[config.mk]
export PLATFORM = sky130hd
export DESIGN_NAME = prog_loader
export DESIGN_NICKNAME = d
export VERILOG_FILES = /design/src/rtl/prog_loader.sv
export SDC_FILE = /design/constraint.sdc
export NUM_CORES = 1
export LEC_CHECK = 0
export BUFFER_PORTS_ARGS = -buffer_cell sky130_fd_sc_hd__buf_2
export CAP_MARGIN = 20
export CORE_ASPECT_RATIO = 1.5
export CORE_MARGIN = 2
export CORE_UTILIZATION = 40
export CTS_BUF_LIST = sky130_fd_sc_hd__clkbuf_4
export DETAILED_ROUTE_END_ITERATION = 7
export GPL_TIMING_DRIVEN = 0
export PLACE_DENSITY_LB_ADDON = 0.08
export SYNTH_ARGS = -nofsm -noshare
export SYNTH_HDL_FRONTEND = slang
export SYNTH_SLANG_ARGS = --single-unit
[constraint.sdc]
create_clock -name clk -period 6.7 [get_ports clk]
set_clock_uncertainty 0.2 [all_clocks]
set_input_delay 1.005 -clock clk [delete_from_list [all_inputs] [get_ports clk]]
set_output_delay 1.005 -clock clk [all_outputs]
set_load 0.01 [all_outputs]
[src/rtl/prog_loader.sv]
// Program loader: receives a length-prefixed big-endian byte stream, writes
// 16-bit words into code memory, then enables the processor.
module prog_loader #(
  parameter int ADDR_W      = 9,
  parameter int TIMEOUT_CYC = 65535
) (
  input  logic              clk,
  input  logic              rst_n,
  input  logic              start,
  input  logic              halt,
  input  logic              rx_valid,
  input  logic [7:0]        rx_data,
  output logic              rx_ready,
  output logic              code_w_en,
  output logic [ADDR_W-1:0] code_addr,
  output logic [15:0]       code_data,
  output logic              run,
  output logic              busy,
  output logic              done,
  output logic              err,
  output logic [2:0]        state_dbg
);

  // Handshake: a byte moves on a rising edge where rx_valid and rx_ready are
  // both 1; rx_ready depends only on state and never on rx_valid.

  localparam int TW = $clog2(TIMEOUT_CYC + 1);

  typedef enum logic [2:0] {
    IDLE    = 3'd0,
    LEN_HI  = 3'd1,
    LEN_LO  = 3'd2,
    WORD_HI = 3'd3,
    WORD_LO = 3'd4,
    WRITE   = 3'd5,
    RUN     = 3'd6,
    ERROR   = 3'd7
  } state_t;

  state_t            state, next;
  logic [7:0]        byte_q;
  logic [ADDR_W:0]   idx;
  logic [ADDR_W:0]   last_idx;
  logic [TW-1:0]     tmo_cnt;
  logic              accept;
  logic              tmo_hit;
  logic              start_go;
  logic              len_bad;
  logic [15:0]       len_val;
  logic [16:0]       len_max;

  assign accept    = rx_ready & rx_valid;
  assign tmo_hit   = !accept && (tmo_cnt == TW'(TIMEOUT_CYC - 1));
  assign start_go  = start && !halt && (state == IDLE || state == RUN || state == ERROR);
  assign len_val   = {byte_q, rx_data};
  assign len_max   = 17'd1 << ADDR_W;
  assign len_bad   = (len_val == 16'd0) || ({1'b0, len_val} > len_max);
  assign state_dbg = state;

  always_ff @(posedge clk or negedge rst_n) begin
    if (!rst_n) state <= IDLE;
    else        state <= next;
  end

  always_comb begin
    next = state;
    if (halt && state != IDLE) begin
      next = IDLE;
    end else begin
      case (state)
        IDLE, RUN, ERROR: if (start) next = LEN_HI;
        LEN_HI:  if (accept) next = LEN_LO;
                 else if (tmo_hit) next = ERROR;
        LEN_LO:  if (accept) next = len_bad ? ERROR : WORD_HI;
                 else if (tmo_hit) next = ERROR;
        WORD_HI: if (accept) next = WORD_LO;
                 else if (tmo_hit) next = ERROR;
        WORD_LO: if (accept) next = WRITE;
                 else if (tmo_hit) next = ERROR;
        WRITE:   next = (idx == last_idx) ? RUN : WORD_HI;
        default: next = IDLE;
      endcase
    end
  end

  always_comb begin
    rx_ready  = (state == LEN_HI) || (state == LEN_LO) ||
                (state == WORD_HI) || (state == WORD_LO);
    code_w_en = (state == WRITE);
    run       = (state == RUN);
    busy      = rx_ready || (state == WRITE);
  end

  always_ff @(posedge clk or negedge rst_n) begin
    if (!rst_n) begin
      done      <= 1'b0;
      err       <= 1'b0;
      tmo_cnt   <= '0;
      idx       <= '0;
      last_idx  <= '0;
      byte_q    <= '0;
      code_addr <= '0;
      code_data <= '0;
    end else begin
      done <= (state == WRITE) && (next == RUN);

      if (start_go)                             err <= 1'b0;
      else if (next == ERROR && state != ERROR) err <= 1'b1;

      // Counts consecutive ready cycles without a byte; any acceptance restarts it.
      if (!rx_ready || accept || start_go) tmo_cnt <= '0;
      else                                 tmo_cnt <= tmo_cnt + TW'(1);

      if (start_go)
        idx <= '0;
      else if (state == WRITE && next == WORD_HI)
        idx <= idx + {{ADDR_W{1'b0}}, 1'b1};

      if (accept && (state == LEN_HI || state == WORD_HI))
        byte_q <= rx_data;

      if (state == LEN_LO && next == WORD_HI)
        last_idx <= len_val[ADDR_W:0] - {{ADDR_W{1'b0}}, 1'b1};

      // Address and data are captured on the edge into WRITE and held afterwards.
      if (state == WORD_LO && next == WRITE) begin
        code_addr <= idx[ADDR_W-1:0];
        code_data <= {byte_q, rx_data};
      end
    end
  end

endmodule

==> run metrics <==
final worst path period share=49.5%; share of cells above drive strength 1=28.3%; Gate Count Post-Synth=roughly 330; Max stage delay on crit path=~540 ps; CTS tree=built; CTS root buffer=clkbuf_4; mapped cell area=3660 µm²; multi-input logic area=1700 µm²; Avg WL per Cell=15.3 µm; final wirelength=7680 µm; Main synth FF type=dfrtp_1; drt pass-1 iters=4; CP Max Fanout=10; PortBufs=46; Ports=47; cell chain of the critical path=buf_2 > inv_1 > ha_1 > nor4b_2 > a21oi_1 > or4b_1 > o2bb2ai_1 > or4b_1 > buf_6 > mux2_4; first-pass GRT wire length=approximately 13,000 µm; cts bufs inserted=9; count of cell types in the netlist=45; initial antenna violation count=1; post-synthesis sequential area ratio=50.6%; Post-CTS Resized=0; Startpoint Class=input port; Worst-Margin Slew=551 ps; Starting Density=41.2%; Routability Congestion=0.770; CP max stage cell=or4b_1; row count=42; GRT Total Usage=17.3%; DRC Markers=0; fin nets=405; Die Ht=121 µm; register area=around 1900 µm²; most common cell after layout, fill and taps aside=dfrtp_1; placed instance area=4060 µm²; vias in the first global route=2,603; maximum vdd ir drop=0.143 mV; Layout Area Growth over Synthesis=14.2%; syn avg cell area=11.1 µm²; Max Slew Vio Count=0; status=completed; Die Wd=82.1 µm; post-route ant nets=0; crit path kind=input port to flop; max cap viols=0; largest net degree at the start of global routing=72; post-layout minimum cycle time=3310 ps; total power=approximately 0.0012 W; # setup viols final=0; H-tree levels=3; GR Overflow Total=0; crit end category=flop; design area=4180 µm²; initial DRC count=116; clock sinks=74; worst skew pair latency=450 ps; post-synthesis net count=about 350; Synth Warn #=0; P per Cell Area=297 nW/µm²; Post-CTS Setup Repair Bufs=0; Final Hold Vio Count=0; die area=between 9000 and 10,000 µm²; Leakage=between 2 and 2.5 nW; Clock Tree Buf Depth=2; Worst-path clk slew=130 ps; CP Data Arrival Time=3450 ps; EDFF count, synth=0; total negative setup slack=0 ps; ys async rst share=100%; maximum clock frequency=302 MHz; Most common cell on crit path=or4b_1; Hold Path Class=input port to async pin; Core ar.=roughly 8900 µm²; #FFs+latches synth=74; Slew HR=62.3%; RSZ-0062 raised after global routing=no; most frequent cells in the layout=dfrtp_1 (74), buf_2 (49), nor2_1 (27), mux2_2 (26); Post-DP HPWL=5640 µm; Vias per Instance=5.22; WP data required=6830 ps; # hold bufs at CTS=0; Layout fillers=865; routed vias=2,625
[critical path, delay by kind of cell]
| family | cells | cell delay [ps] |
|---|---|---|
| buffers and inverters | 3 | 430 |
| adder cells (fa/ha/maj) | 1 | 150 |
| AO/OA/AOI/OAI | 2 | 290 |
| multiplexers | 1 | 290 |
| AND/OR/NAND/NOR | 3 | 1280 |
[routing by layer]
metal	wire length (µm)	up-vias	part of all wire (%)	GRT usage (%)
met2	4080	45	53	29.4
met3	206	12	2.7	2.75
met5	0	-	0	0
met4	199	0	2.6	9.06
met1	3200	1284	42	20.4
li1	-	1284	-	-
[sequential cells by signal (all words and copies together), names as in the netlist]
signal / cells
state_dbg: 3
done: 1
last_idx: 10
byte_q: 8
code_data: 16
err: 1
idx: 10
code_addr: 9
tmo_cnt: 16
[where the power goes]
part | switching [W] | internal, W
logic | 0.000186 | 0.000180
clock network | 0.000168 | 0.0000808
registers | 0.0000804 | 0.000543
total | 0.000435 | 0.000805
[per-stage QoR]
stage          setup WS [ps]  cells  util [%]  hold slack [ps]
2_1_floorplan           3280    329         -              266
3_3_place_gp            2930    485      45.4              261
3_5_place_dp            2930    486      45.7              271
4_1_cts                 3400    502      47.0              116
5_1_grt                 3270    503      47.0              114
6_report                3390    503      47.0              136
[layout make-up]
type / instances / area share (%)
flip-flops and latches: 74 / 44.3
clock inverters: 6 / 1.02
plain buffers: 11 / 1.29
multi-input cells: 229 / 40.6
well taps: 110 / 3.29
inverters: 15 / 1.35
clock buffers: 10 / 1.80
diodes: 1 / 0.0599
repair buffers: 47 / 6.23
[logic make-up after synthesis]
group / count (synthesis) / synth area share [%]
AO/OA/AOI/OAI: 40 / 7.15
XOR/XNOR: 32 / 7.66
adder cells (fa/ha/maj): 5 / 1.71
buffers and inverters: 26 / 3.01
flip-flops: 74 / 50.6
multiplexers: 43 / 14.1
AND/OR/NAND/NOR: 109 / 15.8
[Yosys cell counts, types with 4 or more instances]
cell type | instances | area (µm²)
a21oi_1 | 14 | 70.1
buf_2 | 4 | 20.0
clkbuf_1 | 5 | 18.8
dfrtp_1 | 74 | 1850
ha_1 | 5 | 62.6
inv_1 | 15 | 56.3
mux2_1 | 5 | 56.3
mux2_2 | 26 | 293
mux2_4 | 9 | 135
nand2_1 | 22 | 82.6
nand2b_1 | 4 | 25.0
nand3_1 | 15 | 75.1
nand4_1 | 6 | 37.5
nor2_1 | 27 | 101
nor3_1 | 5 | 25.0
nor4_1 | 4 | 25.0
o21ai_0 | 10 | 50.1
o31ai_1 | 4 | 30.0
or3_1 | 6 | 37.5
or4_1 | 4 | 30.0
xnor2_1 | 10 | 87.6
xor2_1 | 22 | 193
[worst paths after layout]
path / startpoint / to / slack, ps / cells after the start
max in group asynchronous: rst_n / code_data[6] / 5620 / 2
hold / removal: rst_n / done / 140 / 1
setup / recovery: rx_data[0] / last_idx[2] / 3390 / 10
min in group clk: code_addr[2] / code_addr[2] / 290 / 1
setup reg to reg: state_dbg[0] / last_idx[2] / 3650 / 7
hold reg to reg: code_addr[2] / code_addr[2] / 290 / 1
Power figures use the tool's default switching activity.
